<file path="config.mk">
export PLATFORM = sky130hd
export DESIGN_NAME = upsample2d_stream
export DESIGN_NICKNAME = d
export VERILOG_FILES = /design/src/rtl/upsample2d_stream.sv
export SDC_FILE = /design/constraint.sdc
export NUM_CORES = 1
export LEC_CHECK = 0
export CAP_MARGIN = 20
export CORE_MARGIN = 2
export CORE_UTILIZATION = 25
export CTS_CLUSTER_DIAMETER = 120
export CTS_CLUSTER_SIZE = 25
export DETAILED_ROUTE_END_ITERATION = 10
export DONT_BUFFER_PORTS = 1
export GPL_TIMING_DRIVEN = 1
export SYNTH_ARGS = -nofsm -noshare
export SYNTH_HDL_FRONTEND = slang
export SYNTH_SLANG_ARGS = --single-unit
export TNS_END_PERCENT = 100
</file>
<file path="constraint.sdc">
create_clock -name clk -period 1.6 [get_ports clk]
set_clock_uncertainty 0.1 [all_clocks]
set_input_delay 0.16 -clock clk [delete_from_list [all_inputs] [get_ports clk]]
set_output_delay 0.16 -clock clk [all_outputs]
set_load 0.02 [all_outputs]
</file>
<file path="src/rtl/upsample2d_stream.sv">
// upsample2d_stream -- 2x nearest-neighbour upsampler on a pixel stream.
//
// One input row is captured into a line buffer (FILL), then emitted twice
// (REP0, REP1) with every pixel repeated twice, so each input row becomes
// two output rows of 2*IN_W pixels. Input and output never overlap: the
// block either fills or replays.
//
// Ports:
//   clk, rst            clock, asynchronous active-high reset
//   in_data/in_valid    input pixel stream (raster order)
//   in_ready            high in FILL (and out of reset)
//   out_data/out_valid  upsampled pixel stream (raster order)
//   out_ready           downstream accept
//   out_eol/out_eof     last pixel of output row / output frame
module upsample2d_stream #(
  parameter int IN_W      = 2,
  parameter int IN_H      = 2,
  parameter int BIT_WIDTH = 8
) (
  input  logic                 clk,
  input  logic                 rst,
  input  logic [BIT_WIDTH-1:0] in_data,
  input  logic                 in_valid,
  output logic                 in_ready,
  output logic [BIT_WIDTH-1:0] out_data,
  output logic                 out_valid,
  input  logic                 out_ready,
  output logic                 out_eol,
  output logic                 out_eof
);

  localparam int CW  = (IN_W > 1) ? $clog2(IN_W) : 1;
  localparam int OCW = $clog2(2 * IN_W);
  localparam int RW  = (IN_H > 1) ? $clog2(IN_H) : 1;

  localparam logic [CW-1:0]  COL_LAST = CW'(IN_W - 1);
  localparam logic [OCW-1:0] OC_LAST  = OCW'(2 * IN_W - 1);
  localparam logic [RW-1:0]  ROW_LAST = RW'(IN_H - 1);

  typedef enum logic [1:0] {FILL, REP0, REP1} state_t;

  state_t               state_q, state_d;
  logic [CW-1:0]        col_q, col_d;
  logic [OCW-1:0]       ocnt_q, ocnt_d;
  logic [RW-1:0]        row_q, row_d;
  logic [BIT_WIDTH-1:0] lbuf_q [IN_W];

  logic          wr_en;
  logic          rd_en;
  logic [CW-1:0] rd_idx;

  // in_ready is gated by rst directly so it is low during reset and high
  // at the very first edge after release, without a registered delay.
  assign in_ready  = (state_q == FILL) && !rst;
  assign out_valid = (state_q == REP0) || (state_q == REP1);
  assign wr_en     = in_ready && in_valid;
  assign rd_en     = out_valid && out_ready;

  // Each buffer entry is read for two consecutive output pixels.
  assign rd_idx  = CW'(ocnt_q >> 1);
  assign out_eol = out_valid && (ocnt_q == OC_LAST);
  assign out_eof = out_eol && (state_q == REP1) && (row_q == ROW_LAST);

  always_comb begin
    out_data = '0;
    for (int i = 0; i < IN_W; i++)
      if (rd_idx == CW'(i)) out_data = lbuf_q[i];
  end

  always_comb begin
    state_d = state_q;
    col_d   = col_q;
    ocnt_d  = ocnt_q;
    row_d   = row_q;
    unique case (state_q)
      FILL: begin
        if (wr_en) begin
          if (col_q == COL_LAST) begin
            col_d   = '0;
            ocnt_d  = '0;
            state_d = REP0;
          end else begin
            col_d = col_q + 1'b1;
          end
        end
      end
      REP0, REP1: begin
        if (rd_en) begin
          if (ocnt_q == OC_LAST) begin
            ocnt_d = '0;
            if (state_q == REP0) begin
              state_d = REP1;
            end else begin
              state_d = FILL;
              row_d   = (row_q == ROW_LAST) ? '0 : row_q + 1'b1;
            end
          end else begin
            ocnt_d = ocnt_q + 1'b1;
          end
        end
      end
      default: state_d = FILL;
    endcase
  end

  always_ff @(posedge clk or posedge rst) begin
    if (rst) begin
      state_q <= FILL;
      col_q   <= '0;
      ocnt_q  <= '0;
      row_q   <= '0;
    end else begin
      state_q <= state_d;
      col_q   <= col_d;
      ocnt_q  <= ocnt_d;
      row_q   <= row_d;
    end
  end

  always_ff @(posedge clk or posedge rst) begin
    if (rst) begin
      for (int i = 0; i < IN_W; i++) lbuf_q[i] <= '0;
    end else if (wr_en) begin
      for (int i = 0; i < IN_W; i++)
        if (col_q == CW'(i)) lbuf_q[i] <= in_data;
    end
  end

endmodule

</file>
==> metrics, run 1 <==
Die Area around 4800 µm²; CTS Buffer Depth 2; Unique masters post-synth 21; Tightest Pin Transition 0.288 ns; drt first pass iters 4; most frequent cells in the layout 22 x dfrtp_1, 18 x mux2_2, 13 x buf_4; Inserted Clock Buffers 3; Synth Warn # 0; Mapped Area between 1000 and 1500 µm²; final hold viol count 0; Die H 69.4 µm; switch share ~36%; CORE AREA 4060 µm²; Core Rows 23; IO buf count 0; CTS Sinks 22; final setup violation count 0; Slew HR 80.8%; pwr dens about 2000 nW/µm²; status complete, no violations; CP required ~1.7 ns; crit path time final roughly 1.6 ns; DP HPWL around 1600 µm; reg2reg end state_q[0]; GR Util All Layers a little under a tenth; Initial Util 26.3%; initial DRC count 10; critical path class flip-flop to flip-flop; syn_nets 93; initial antenna violation count 0; unrepaired setup endpoints after global routing true; Root Buffer clkbuf_8; Mapped Cells 76; Clock power frac between 10% and 20%; Routed Antenna Nets 0; Period Utilization, post-route a little under 100%; first-pass GRT wire length approximately 3600 µm; post-place instance area 1230 µm²; total number of vias 704; Finished Layout Cells approximately 150; Overflow after GRT 0; Max VDD drop around 980 µV; # Max-Cap Violations 0; fmax about 0.63 GHz; proportion of layout cells with a drive suffix above 1 51.5%; WL/cell roughly 14 µm; dpl cells 137; reg-to-reg startpoint state_q[0]; vias in the first global route roughly 820; Antenna Cells 0; Int Power approximately 1.9 mW; wirelength, routed between 2000 and 2500 µm; crit path DAT around 1.6 ns; CTS tree done; final instance area approximately 1500 µm²; Post-route DRC 0; Hold WC Path Type primary input to asynchronous set/reset pin; gpl congestion 0.654; Die W ~70 µm; static leakage around 0.64 nW; commonest non-fill, non-tap cell in the layout dfrtp_1; number of synthesized register bits 22; Startpoint Class flip-flop; clock transition at the registers of the reported paths ~0.08 ns; worst slack at placement -0.0336 ns; Worst-Skew Late Latency between 0.2 and 0.3 ns; Reg2Reg Depth 5; nets about 120; sequential power share roughly 34%; H-tree Lvls 1; Area Growth Syn to Fin 36.5%; Pwr Total 2.92 mW; combinational power share 52.2%; io pins 24; Crit. End Element flip-flop; final worst slack ~0.016 ns; Total Negative Setup Slacks 0 ns; part of the Yosys area used for sequential elements between 50% and 60%; Max Slew Vio Count 0; largest net degree at the start of global routing 22; NetSw around 1.0 mW; vias per cell roughly 4.6; worst reg-to-reg setup slack between 0.015 and 0.02 ns; Avg Inst Size Synth 14.1 µm²; crit-path max FO 5
## worst max-delay path: stages (launching register included)
cell and delay [ns]:
dfrtp_1 0.40, inv_2 0.08, ha_4 0.21, a21boi_0 0.12, a21oi_1 0.21, mux2_2 0.36
## layer usage
| metal | up-vias | wire length (µm) | GRT usage, % |
|---|---|---|---|
| met2 | 19 | 1070 | 17.3 |
| met3 | 2 | 111 | 3.05 |
| met4 | 0 | 9 | 3.05 |
| met1 | 357 | 965 | 9.98 |
| li1 | 326 | - | - |
| met5 | - | 0 | 0 |
## through the flow
stage | util [%] | hold slack, ns
finish | 36.0 | 0.0945
global route | 36.0 | 0.0872
CTS | 34.8 | 0.0810
detailed placement | 30.4 | -0.197
global placement | 30.4 | -0.198
floorplan | - | 0.0492
## registers in the layout, summed over array words and instances, names as in the netlist
| register | count |
|---|---|
| state_q | 2 |
| row_q | 1 |
| col_q | 1 |
| lbuf_q | 16 |
| ocnt_q | 2 |
## power groups by stage
stage / clock network (mW) / logic [mW] / registers [mW]
after floorplan: 0 / 1.08 / 0.959
after global placement: 0 / 1.37 / 0.980
after detailed placement: 0 / 1.41 / 1.00
after CTS: 0.411 / 1.47 / 0.998
after global routing: 0.440 / 1.67 / 1.05
final: 0.390 / 1.53 / 1.01
## layout make-up
cell class | count | area [µm²]
well taps | 50 | 62.6
fillers | 395 | 2600
flip-flops and latches | 22 | 551
inverters | 3 | 11.3
clock buffers | 4 | 55.1
repair buffers | 24 | 218
multi-input cells | 50 | 562
## how the worst max path moves through the flow
stage,start,end,slack (ns),cells past startpoint
after global placement,state_q[1],lbuf_q[10],-0.0002,5
after global routing,state_q[0],out_eof,-0.06,4
final,state_q[0],state_q[0],0.02,5
after floorplan,state_q[1],state_q[0],0.01,5
after CTS,state_q[0],out_eof,-0.006,4
after detailed placement,state_q[1],lbuf_q[15],-0.03,5
## timing repair
| action | CTS | global route |
|---|---|---|
| endpoints found under the hold margin | 39 | 0 |
| endpoints found under the setup margin | 11 | 20 |
| resized for setup | 4 | 9 |
| pin swaps | 4 | 5 |
| hold buffers | 10 | 0 |
| cloned | 0 | 0 |
| setup buffers | 1 | 1 |
## cells by family (layout without fill, tap and decap cells)
| family | after synthesis | after routing | share of synthesized area, % |
|---|---|---|---|
| flops | 22 | 22 | 51.5 |
| mux | 26 | 26 | 27.4 |
| buf+inv | 4 | 31 | 1.40 |
| simple gates | 11 | 11 | 7.96 |
| fa+ha+maj | 5 | 5 | 5.85 |
| xor+xnor | 2 | 2 | 1.64 |
| compound gates | 6 | 6 | 4.22 |
## cells in the mapped netlist (all sizes together)
library cell	n	area (µm²)
dfrtp	22	551
nor2	2	15.0
nor3b	1	7.51
a211o	1	8.76
a21oi	2	10.0
and2	1	6.26
nand3b	3	26.3
nor2b	1	6.26
nand3	1	10.0
clkbuf	1	3.75
a22o	1	8.76
a32o	1	10.0
and3	1	6.26
and2b	1	7.51
ha	5	62.6
a21boi	1	7.51
mux2	26	293
xnor2	2	17.5
inv	3	11.3
Power figures use the tool's default switching activity.
==> inputs of run 2 (changes only) <==
- MAX_ROUTING_LAYER: not set -> met4
==> metrics, run 2 (synthesis results as in run 1) <==
most frequent cells in the layout 22 x dfrtp_1, 18 x mux2_2, 13 x buf_4; crit path DAT 1.63 ns (about the same); H-tree Lvls 1 (unchanged); Total Negative Setup Slacks 0 ns (unchanged); crit path time final 1.58 ns (+0.0000642 ns); drt first pass iters 3 (-1); Tightest Pin Transition 0.288 ns (+0.000000596 ns); gpl congestion 0.660 (+0.90%); final hold viol count 0 (unchanged); GR Util All Layers 9.64% (+0.26 points); Global Route met2 Usage 17.3% (unchanged); nets 121 (unchanged); IO buf count 0 (unchanged); Max stage delay cell, worst path dfrtp_1; Die H 69.4 µm (unchanged); largest net degree at the start of global routing 22 (unchanged); status complete, no violations; met1 Track Usage GR 10.1% (+0.091 points); Routed Antenna Nets 0 (unchanged); pwr dens 2000 nW/µm² (about the same); vias in the first global route 816 (-0.12%); CORE AREA 4060 µm² (unchanged); commonest non-fill, non-tap cell in the layout dfrtp_1; Top reg by flops lbuf_q; Core Rows 23 (unchanged); Antenna Cells 0 (unchanged); WL/cell 14.1 µm (about the same); crit-path max FO 5 (unchanged); Max Slew Vio Count 0 (unchanged); register area 551 µm² (unchanged); Worst-Skew Late Latency 0.26 ns (about the same); Crit. End Element flip-flop; CTS Sinks 22 (unchanged); Area Growth Syn to Fin 36.5% (unchanged); initial DRC count 10 (unchanged); reg-to-reg startpoint state_q[0]; critical path's largest stage delay 0.40 ns (about the same); io pins 24 (unchanged); CTS Buffer Depth 2 (unchanged); Reg2Reg Depth 5 (unchanged); Period Utilization, post-route 99.0% (about the same); proportion of layout cells with a drive suffix above 1 51.5% (unchanged); total number of vias 703 (-0.14%); critical path class flip-flop to flip-flop; Slew HR 80.8% (unchanged); Startpoint Class flip-flop; hold_ws 0.0945 ns (-0.0000668 ns); Top Registers lbuf_q (16), ocnt_q (2), state_q (2); DP HPWL 1570 µm (unchanged); Max VDD drop 981 µV (+0.19%); worst reg-to-reg setup slack 0.02 ns (about the same); Multi-input gate area 562 µm² (unchanged); max FFs per register 16 (unchanged); reg2reg end state_q[0]; Hold WC Path Type primary input to asynchronous set/reset pin; final core utilization 36.0% (unchanged); Die Area 4810 µm² (unchanged); # Max-Cap Violations 0 (unchanged); Post-route DRC 0 (unchanged); final setup violation count 0 (unchanged); initial antenna violation count 0 (unchanged); static leakage 0.645 nW (unchanged); clock transition at the registers of the reported paths 0.08 ns (about the same); Root Buffer clkbuf_8; Initial Util 26.3% (unchanged); CTS tree done; wirelength, routed 2160 µm (about the same); met3 Resource Use GR 2.91% (-0.15 points); CP required 1.65 ns (about the same); Die W 69.4 µm (unchanged); first-pass GRT wire length 3570 µm (+0.20%); Inserted Clock Buffers 3 (unchanged); unrepaired setup endpoints after global routing true; critical path, cell by cell inv_2 -> ha_4 -> a21boi_0 -> a21oi_1 -> mux2_2; Worst setup endpoint state_q[0]; vias per cell 4.59 (-0.14%); crit path from state_q[0]; fmax 0.631 GHz (about the same); # fillers 395 (unchanged); busiest grt layer met2; Overflow after GRT 0 (unchanged)
[run 2: cell counts in the layout (fill, tap and decap cells not counted)]
No cell type changed its count.
[run 2: layer usage]
layer	vias up	part of all wire [%]
li1	326	-
met1	356	46
met2	19	50
met3	2	4.2
met4	0	0.46
met5	-	0
[run 2: how the worst min path moves through the flow]
stage | endpoint | slack [ns] | cells past startpoint
2_1_floorplan | col_q | 0.05 | 1
3_3_place_gp | lbuf_q[1] | -0.20 | 1
3_5_place_dp | lbuf_q[1] | -0.20 | 1
4_1_cts | lbuf_q[1] | 0.08 | 2
5_1_grt | lbuf_q[1] | 0.09 | 2
6_report | lbuf_q[1] | 0.09 | 2
[run 2: metrics by stage]
step	total power [mW]	area, µm²	setup slack (ns)	std cells
finish	2.93	1460	0.0157	153
detailed placement	2.42	1230	-0.0336	137
global route	3.15	1460	-0.0638	153
global placement	2.35	1230	-0.000188	137
CTS	2.88	1410	-0.00588	152
floorplan	2.04	1080	0.0141	76
[run 2: timing repair]
action                     CTS  global route
gates resized for setup      4             9
hold endpoints to repair    39             0
setup endpoints to repair   11            20
setup buffers                1             1
hold buffers                10             0
pin swaps                    4             5
[run 2: area by class of cell]
type,count,area share [%]
tap,50,4.29
multi-input combinational,50,38.5
inverter,3,0.772
clock buffer,4,3.77
sequential,22,37.7
timing repair buffer,24,14.9
[run 2: worst max-delay path, delay by kind of cell (launching register included)]
family / cells / cell delay (ns)
mux: 1 / 0.36
buf+inv: 1 / 0.08
fa+ha+maj: 1 / 0.21
flops: 1 / 0.40
compound gates: 2 / 0.33
[run 2: power breakdown]
part	internal, mW	switching, mW
registers	0.834	0.173
logic	0.831	0.696
clock network	0.219	0.172
total	1.88	1.04
